## src/rtl/uart_rx_ctrl.sv

```systemverilog
// UART receive controller: frames a start/8-data/optional-parity/stop sequence from
// oversampled edge counts and steers the data sampler and deserializer.
module uart_rx_ctrl (
   input  logic       CLK,
   input  logic       RST,
   input  logic       RX_IN,
   input  logic       sampled_bit,
   input  logic [5:0] Prescale,
   input  logic       PAR_EN,
   input  logic       PAR_TYP,
   output logic [5:0] edge_cnt,
   output logic [3:0] bit_cnt,
   output logic       dat_samp_en,
   output logic       deser_en,
   output logic       Fill,
   output logic       data_valid,
   output logic       deser_clr,
   output logic       par_err,
   output logic       stp_err,
   output logic       strt_glitch
);

   typedef enum logic [2:0] {
      S_IDLE   = 3'd0,
      S_START  = 3'd1,
      S_DATA   = 3'd2,
      S_PARITY = 3'd3,
      S_STOP   = 3'd4,
      S_OUT    = 3'd5
   } state_e;

   state_e     state_q, state_d;
   logic [5:0] ps_q, ps_d;
   logic       par_en_q, par_en_d;
   logic       par_typ_q, par_typ_d;
   logic [5:0] edge_q, edge_d;
   logic [3:0] bit_q, bit_d;
   logic       par_acc_q, par_acc_d;
   logic       frm_perr_q, frm_perr_d;
   logic       par_err_q, par_err_d;
   logic       stp_err_q, stp_err_d;
   logic       glitch_q, glitch_d;

   logic       last_edge;
   logic       counting;
   logic       enter_start;
   logic [5:0] ps_eff;

   assign last_edge   = (edge_q == (ps_q - 6'd1));
   assign counting    = (state_q == S_START) || (state_q == S_DATA) ||
                        (state_q == S_PARITY) || (state_q == S_STOP);
   assign enter_start = (state_d == S_START) && (state_q != S_START);

   // Unsupported oversampling ratios fall back to 8.
   always_comb begin
      case (Prescale)
         6'd8, 6'd16, 6'd32: ps_eff = Prescale;
         default:            ps_eff = 6'd8;
      endcase
   end

   always_ff @(posedge CLK or negedge RST) begin
      if (!RST) begin
         state_q <= S_IDLE;
      end else begin
         state_q <= state_d;
      end
   end

   always_comb begin
      state_d = state_q;
      case (state_q)
         S_IDLE: begin
            if (!RX_IN) state_d = S_START;
         end
         S_START: begin
            if (last_edge) state_d = sampled_bit ? S_IDLE : S_DATA;
         end
         S_DATA: begin
            if (last_edge && (bit_q == 4'd8)) state_d = par_en_q ? S_PARITY : S_STOP;
         end
         S_PARITY: begin
            if (last_edge) state_d = S_STOP;
         end
         S_STOP: begin
            if (last_edge) state_d = S_OUT;
         end
         S_OUT: begin
            state_d = RX_IN ? S_IDLE : S_START;
         end
         default: state_d = S_IDLE;
      endcase
   end

   always_comb begin
      dat_samp_en = counting;
      deser_en    = (state_q == S_DATA);
      Fill        = (state_q == S_DATA) && last_edge;
      data_valid  = (state_q == S_OUT) && !(par_err_q || stp_err_q);
      deser_clr   = (state_q == S_OUT) && (par_err_q || stp_err_q);
      edge_cnt    = edge_q;
      bit_cnt     = bit_q;
      par_err     = par_err_q;
      stp_err     = stp_err_q;
      strt_glitch = glitch_q;
   end

   always_comb begin
      ps_d       = ps_q;
      par_en_d   = par_en_q;
      par_typ_d  = par_typ_q;
      edge_d     = edge_q;
      bit_d      = bit_q;
      par_acc_d  = par_acc_q;
      frm_perr_d = frm_perr_q;
      par_err_d  = par_err_q;
      stp_err_d  = stp_err_q;
      glitch_d   = 1'b0;

      if (enter_start) begin
         ps_d       = ps_eff;
         par_en_d   = PAR_EN;
         par_typ_d  = PAR_TYP;
         edge_d     = 6'd0;
         bit_d      = 4'd0;
         par_acc_d  = 1'b0;
         frm_perr_d = 1'b0;
      end else if (counting) begin
         if (last_edge) begin
            edge_d = 6'd0;
            bit_d  = bit_q + 4'd1;
         end else begin
            edge_d = edge_q + 6'd1;
         end
      end

      // Counters rest at zero whenever the frame is not being timed.
      if ((state_d == S_IDLE) || (state_d == S_OUT)) begin
         edge_d = 6'd0;
         bit_d  = 4'd0;
      end

      if (Fill) par_acc_d = par_acc_q ^ sampled_bit;

      if ((state_q == S_PARITY) && last_edge)
         frm_perr_d = sampled_bit ^ par_acc_q ^ par_typ_q;

      // Flags are loaded on the way into OUT so they are already visible there.
      if ((state_q == S_STOP) && last_edge) begin
         par_err_d = frm_perr_q;
         stp_err_d = ~sampled_bit;
      end

      if ((state_q == S_START) && last_edge && sampled_bit) glitch_d = 1'b1;
   end

   always_ff @(posedge CLK or negedge RST) begin
      if (!RST) begin
         ps_q       <= 6'd0;
         par_en_q   <= 1'b0;
         par_typ_q  <= 1'b0;
         edge_q     <= 6'd0;
         bit_q      <= 4'd0;
         par_acc_q  <= 1'b0;
         frm_perr_q <= 1'b0;
         par_err_q  <= 1'b0;
         stp_err_q  <= 1'b0;
         glitch_q   <= 1'b0;
      end else begin
         ps_q       <= ps_d;
         par_en_q   <= par_en_d;
         par_typ_q  <= par_typ_d;
         edge_q     <= edge_d;
         bit_q      <= bit_d;
         par_acc_q  <= par_acc_d;
         frm_perr_q <= frm_perr_d;
         par_err_q  <= par_err_d;
         stp_err_q  <= stp_err_d;
         glitch_q   <= glitch_d;
      end
   end

endmodule

```

## config.mk

```make
export PLATFORM = sky130hd
export DESIGN_NAME = uart_rx_ctrl
export DESIGN_NICKNAME = d
export VERILOG_FILES = /design/src/rtl/uart_rx_ctrl.sv
export SDC_FILE = /design/constraint.sdc
export NUM_CORES = 1
export LEC_CHECK = 0
export ABC_AREA = 1
export CELL_PAD_IN_SITES_DETAIL_PLACEMENT = 0
export CELL_PAD_IN_SITES_GLOBAL_PLACEMENT = 2
export CORE_MARGIN = 2
export CORE_UTILIZATION = 32
export CTS_CLUSTER_DIAMETER = 200
export DETAILED_ROUTE_END_ITERATION = 10
export GPL_ROUTABILITY_DRIVEN = 0
export PLACE_DENSITY_LB_ADDON = 0.1
export SETUP_SLACK_MARGIN = 0.1
export SLEW_MARGIN = 20
export SYNTH_ARGS = -nofsm -noshare
export SYNTH_HDL_FRONTEND = slang
export SYNTH_SLANG_ARGS = --single-unit
```

## constraint.sdc

```tcl
create_clock -name CLK -period 4.4 [get_ports CLK]
set_input_delay 0.44 -clock CLK [delete_from_list [all_inputs] [get_ports CLK]]
set_output_delay 0.44 -clock CLK [all_outputs]
set_load 0.03 [all_outputs]
```

==> results of run 1 <==
-- flip-flops by register name (all words and copies together), names as in the netlist, 3 cells and up --
| name | count |
|---|---|
| bit_cnt | 4 |
| state_q | 3 |
| ps_q | 6 |
| edge_cnt | 6 |
-- Yosys cell counts --
library cell,n,area [um^2]
o211ai_1,1,7.51
o21ai_0,8,40.0
nand3_1,21,105
xor2_1,8,70.1
mux2_2,1,11.3
buf_8,1,15.0
buf_6,1,11.3
inv_2,9,33.8
inv_1,32,120
nand3b_1,3,22.5
o21ai_1,1,5.00
nor2_2,3,18.8
nand4_1,3,18.8
nand2_2,10,62.6
nand3_4,2,35.0
nor3_1,6,30.0
nor2_4,7,78.8
clkinv_2,2,10.0
and3_1,1,6.26
xnor2_1,2,17.5
dfrtp_1,26,651
ha_1,4,50.1
nand3_2,5,50.1
nor2_1,18,67.6
nand2_1,51,191
or2_1,1,6.26
clkbuf_8,1,13.8
-- power by group --
part | total, W | switching [W] | internal, W
combinational | 0.0000640 | 0.0000391 | 0.0000250
sequential | 0.000250 | 0.00000542 | 0.000244
clock | 0.000155 | 0.0000754 | 0.0000799
-- cell families after synthesis --
family / synth area share [%]
AOI/OAI and AO/OA: 3.00
and+or+nand+nor: 39.6
muxes: 0.644
adders and majority gates: 2.86
buffers and inverters: 11.7
xor gates and xnor gates: 5.01
DFF: 37.2
-- per-stage QoR --
stage | setup slack (ns) | hold slack (ns) | total power (W)
final | 1.48 | 0.507 | 0.000469
after global routing | 1.29 | 0.542 | 0.000496
after CTS | 1.45 | 0.511 | 0.000478
after detailed placement | 1.78 | 0.486 | 0.000320
after global placement | 1.81 | 0.483 | 0.000321
after floorplan | 2.27 | 0.144 | 0.000293
-- metal layers --
metal	up-vias	share of wire [%]	global-route usage [%]
li1	771	-	-
met1	621	54	19.9
met2	19	44	21.1
met3	2	2.4	1.86
met4	0	0.34	1.58
met5	-	0	0
-- worst paths after layout --
path                       slack [ns]  cells after the start          to
setup / recovery                 1.48                     11        Fill
hold / removal                   0.51                      2   par_typ_q
setup reg to reg                 2.16                     15  bit_cnt[3]
hold reg to reg                  0.51                      2   par_typ_q
max in group asynchronous        3.59                      2  state_q[0]
min in group asynchronous        0.54                      2     ps_q[3]
-- final cells by class --
type / instances / area (um^2) / share of cell area, %
clock buffer: 4 / 55.1 / 2.56
timing repair buffer: 30 / 298 / 13.9
multi-input combinational: 156 / 895 / 41.6
sequential: 26 / 651 / 30.3
tap: 70 / 87.6 / 4.07
inverter: 43 / 164 / 7.63
-- critical path, stage by stage (launching register included) --
cell and delay, ns:
dfrtp_1 0.41, inv_2 0.10, ha_1 0.22, nand2_1 0.10, nand2_1 0.07, nand2_1 0.06, nand2_2 0.07, nand2_2 0.06
nor2_4 0.13, nand3_4 0.16, nor2_4 0.15, clkdlybuf4s50_1 0.68
==> impl_results.md, run 1 <==
- Setup CP Type: reg -> out
- Final slew viol count: 0
- Worst setup path start: ps_q[0]
- P_leak: between 1 and 1.5 nW
- CTS tree: done
- # hold bufs at CTS: 0
- Initial drt markers: between 70 and 80
- FMAX: between 0.3 and 0.4 GHz
- IO Count: 30
- RR Startpoint: ps_q[0]
- Synthesis-stage register bit count: 26
- Layout Nets: ~280
- DRC viols: 0
- Die height: 77.9 um
- Syn avg cell area: 7.67 um^2
- Fin crit period: about 3 ns
- Cells after synthesis: roughly 230
- Hold_sp: par_typ_q
- Fin area: between 0.002 and 0.0025 mm^2
- N_diodes: 0
- Vias per cell: around 4.3
- H-tree depth: 1
- Initial Utilization: between 30 and 40%
- Avg WL per Cell: ~12 um
- Fin cells: 329
- Vias in the first global route: about 1,400
- Initial antenna violation count: 0
- Fill count: 537
- Final core utilization: about 41%
- Synth unique cells: 27
- Crit path max fanout: 9
- Placed cell count: about 330
- Clk Latency, worst-skew pair: ~0.26 ns
- Share of cells above drive strength 1: between 10% and 20%
- Final ANT Viol Nets: 0
- PortBufs: 29
- Wirelength, routed: roughly 3.9 mm
- Outcome: completed
- Pwr dens: ~220 mW/mm^2
- Critical path capture point type: output port
- Final Hold Vio Count: 0
- TritonCTS Sinks: 26
- Max Cap Viol: 0
- Commonest non-fill, non-tap cell in the layout: nand2_1
- Post-CTS setup repair buffer count: 0
- RSZ-0062 raised after global routing: no
- Setup TNS: 0 ns
- Final Skew: roughly 0.0022 ns
- Slew @ Worst Pin: approximately 0.53 ns
- Final Cycle Share: 66.4%
- CTS buffer count: 3
- GR Overflow Total: 0
- Cts repair resizes: 0
- Chip Width: 77.9 um
- Core area: 0.00520 mm^2
- Rel. slew slack: about two thirds
- Area after DPL: between 0.002 and 0.0025 mm^2
- HP Class: reg -> reg
- CP Data Required Time: roughly 4 ns
- VDD IR-drop max: between 0.0001 and 0.00015 V
- Root buf cell: clkbuf_8
- Drt first pass iters: 4
- Synth Net Count: between 200 and 250
- Row Count: 26
- CTS Buffer Depth: 2
- Setup crit start kind: flip-flop
- Vias: 1,413
- Synthesized area: approximately 0.0017 mm^2
- Arr. time, crit path: 2.48 ns
- Endpoints failing setup: 0
- Largest net degree at the start of global routing: 27
- Post-DP HPWL: approximately 2.9 mm
- Syn-to-layout area delta: 22.9%
- Clock-pin slew on the worst setup and hold paths: roughly 0.09 ns
- Yosys warning count: 0
- Most frequent cells in the layout: nand2_1, inv_1, clkdlybuf4s50_1
- Total track usage: a little over an eighth
- Global-route wire length before repair: 6.51 mm
- Post-synthesis sequential area ratio: ~37%
- Full die area: between 0.006 and 0.007 mm^2
No activity file was read; power rests on OpenSTA's default activity.
==> run 2, diff against run 1 <==
--- a/config.mk
+++ b/config.mk
@@ -9,7 +9,7 @@
 export CELL_PAD_IN_SITES_DETAIL_PLACEMENT = 0
 export CELL_PAD_IN_SITES_GLOBAL_PLACEMENT = 2
 export CORE_MARGIN = 2
-export CORE_UTILIZATION = 32
+export CORE_UTILIZATION = 30
 export CTS_CLUSTER_DIAMETER = 200
 export DETAILED_ROUTE_END_ITERATION = 10
 export GPL_ROUTABILITY_DRIVEN = 0
==> constraint.sdc (replaced) <==
create_clock -name CLK -period 2.9 [get_ports CLK]
set_input_delay 0.29 -clock CLK [delete_from_list [all_inputs] [get_ports CLK]]
set_output_delay 0.29 -clock CLK [all_outputs]
set_load 0.03 [all_outputs]
==> impl_results.md, run 2 (synthesized netlist as in run 1, its figures left out) <==
- Outcome: completed
- Share of cells above drive strength 1: 17.3%
- Drt first pass iters: 4
- Commonest non-fill, non-tap cell in the layout: nand2_1
- Core area: between 0.005 and 0.006 mm^2
- Global-route wire length before repair: approximately 6.7 mm
- Die height: approximately 80 um
- Final slew viol count: 0
- DRC viols: 0
- CTS Buffer Depth: 2
- Critical path capture point type: output port
- RR Startpoint: ps_q[0]
- Clock-pin slew on the worst setup and hold paths: approximately 0.09 ns
- Full die area: roughly 0.0065 mm^2
- HP Class: in -> async
- Setup CP Type: reg -> out
- Chip Width: 80.4 um
- Final Cycle Share: between 80% and 90%
- Area taken by multi-input logic gates: ~890 um^2
- Slew @ Worst Pin: approximately 0.36 ns
- Setup TNS: 0 ns
- H-tree depth: 1
- Fill count: between 600 and 700
- FF/Latch Area: 651 um^2
- Final Hold Vio Count: 0
- Fin crit period: approximately 2.4 ns
- Avg WL per Cell: around 12 um
- Delay-heaviest family, CP: simple AND/OR/NAND/NOR gates
- N_diodes: 0
- Root buf cell: clkbuf_8
- Rel. slew slack: 75.7%
- Initial drt markers: 47
- Setup crit start kind: flip-flop
- Total track usage: a little over an eighth
- VDD IR-drop max: 0.000286 V
- Post-CTS setup repair buffer count: 0
- CP cell instances: inv_2 > ha_1 > xnor2_1 > nor2_4 > nand2_2 > nor2_4 > nand3_4 > nor2_4 > dlymetal6s2s_1
- Arr. time, crit path: 2.07 ns
- Clk Latency, worst-skew pair: between 0.2 and 0.3 ns
- TritonCTS Sinks: 26
- IO Count: 30
- Post-DP HPWL: between 3 and 4 mm
- Vias per cell: ~4.3
- Layout Nets: between 200 and 300
- CTS buffer count: 3
- Buf/Inv on CP: 2
- Final Skew: between 0.004 and 0.005 ns
- Final ANT Viol Nets: 0
- Initial Utilization: roughly a third
- Vias: 1,440
- FMAX: about 0.42 GHz
- Syn-to-layout area delta: 23.6%
- Largest net degree at the start of global routing: 27
- Most used cell, CP: nor2_4
- GR Overflow Total: 0
- Crit path max fanout: 9
- CP Data Required Time: 2.61 ns
- Max Cap Viol: 0
- P_leak: 1.14 nW
- Row Count: 27
- Most frequent cells in the layout: nand2_1, inv_1, clkdlybuf4s50_1
- RSZ-0062 raised after global routing: no
- Wirelength, routed: about 4.0 mm
- # hold bufs at CTS: 0
- Worst path max stage delay: between 0.3 and 0.4 ns
- CTS tree: done
- PortBufs: 29
- Endpoints failing setup: 0
- Initial antenna violation count: 0
- Vias in the first global route: 1,391
- Pwr dens: 330 mW/mm^2
- Slowest-stage cell, CP: dfrtp_1
- Worst setup path start: ps_q[0]
- Hold slack: 0.394 ns
-- run 2: cell types whose count changed in the layout (fill, tap and decap cells not counted), sizes merged --
cell           change
buf                +1
dlymetal6s2s       +1
clkdlybuf4s50      -1
-- run 2: path summary, 6_finish.rpt --
kind,depth (start not counted),slack (ns),end
max,9,0.54,Fill
min,2,0.39,ps_q[4]
max reg2reg,13,0.70,edge_cnt[3]
min reg2reg,2,0.50,ps_q[5]
max in group asynchronous,2,2.24,par_acc_q
min in group CLK,2,0.50,ps_q[5]
-- run 2: per-stage QoR --
step                      util (%)  instance area, um^2  worst slack, ns  total power [W]  instances
after global routing          38.8                 2160            0.341         0.000757        332
final                         38.8                 2160            0.538         0.000715        332
after CTS                     38.7                 2160            0.115         0.000733        332
after detailed placement      37.8                 2100            0.427         0.000487        328
after floorplan                  -                 1750            0.772         0.000445        228
after global placement        37.8                 2100            0.439         0.000488        328
-- run 2: cell type report --
cell class	count	area share, %
clock buffer	4	2.55
inverter	43	7.58
multi-input combinational	156	41.4
sequential	26	30.1
tap	72	4.17
timing repair buffer	31	14.2
-- run 2: worst register-to-register path, delay by kind of cell (launching register included) --
family        cells  cell delay (ns)
xor+xnor          1             0.16
fa+ha+maj         1             0.30
buf+inv           2             0.11
flops             1             0.38
simple gates      9             1.15
-- run 2: repair_timing --
item	4_1_cts	5_1_grt
gates resized for setup	0	1
setup endpoints to repair	0	1
hold endpoints to repair	0	0
-- run 2: metal layers --
metal / global-route usage (%) / share of wire (%) / up-vias / routed length (um)
li1: - / - / 766 / -
met1: 18.6 / 51 / 656 / 2030
met2: 22.7 / 47 / 16 / 1880
met3: 2.47 / 2.4 / 2 / 98
met4: 1.53 / 0.37 / 0 / 15
met5: 0 / 0 / - / 0
-- run 2: power breakdown --
part / internal (W) / total, W / switching (W) / leakage (nW)
clock network: 0.000121 / 0.000237 / 0.000116 / 0.0288
registers: 0.000370 / 0.000379 / 0.00000845 / 0.343
logic: 0.0000388 / 0.0000987 / 0.0000599 / 0.764
total: 0.000531 / 0.000715 / 0.000184 / 1.14
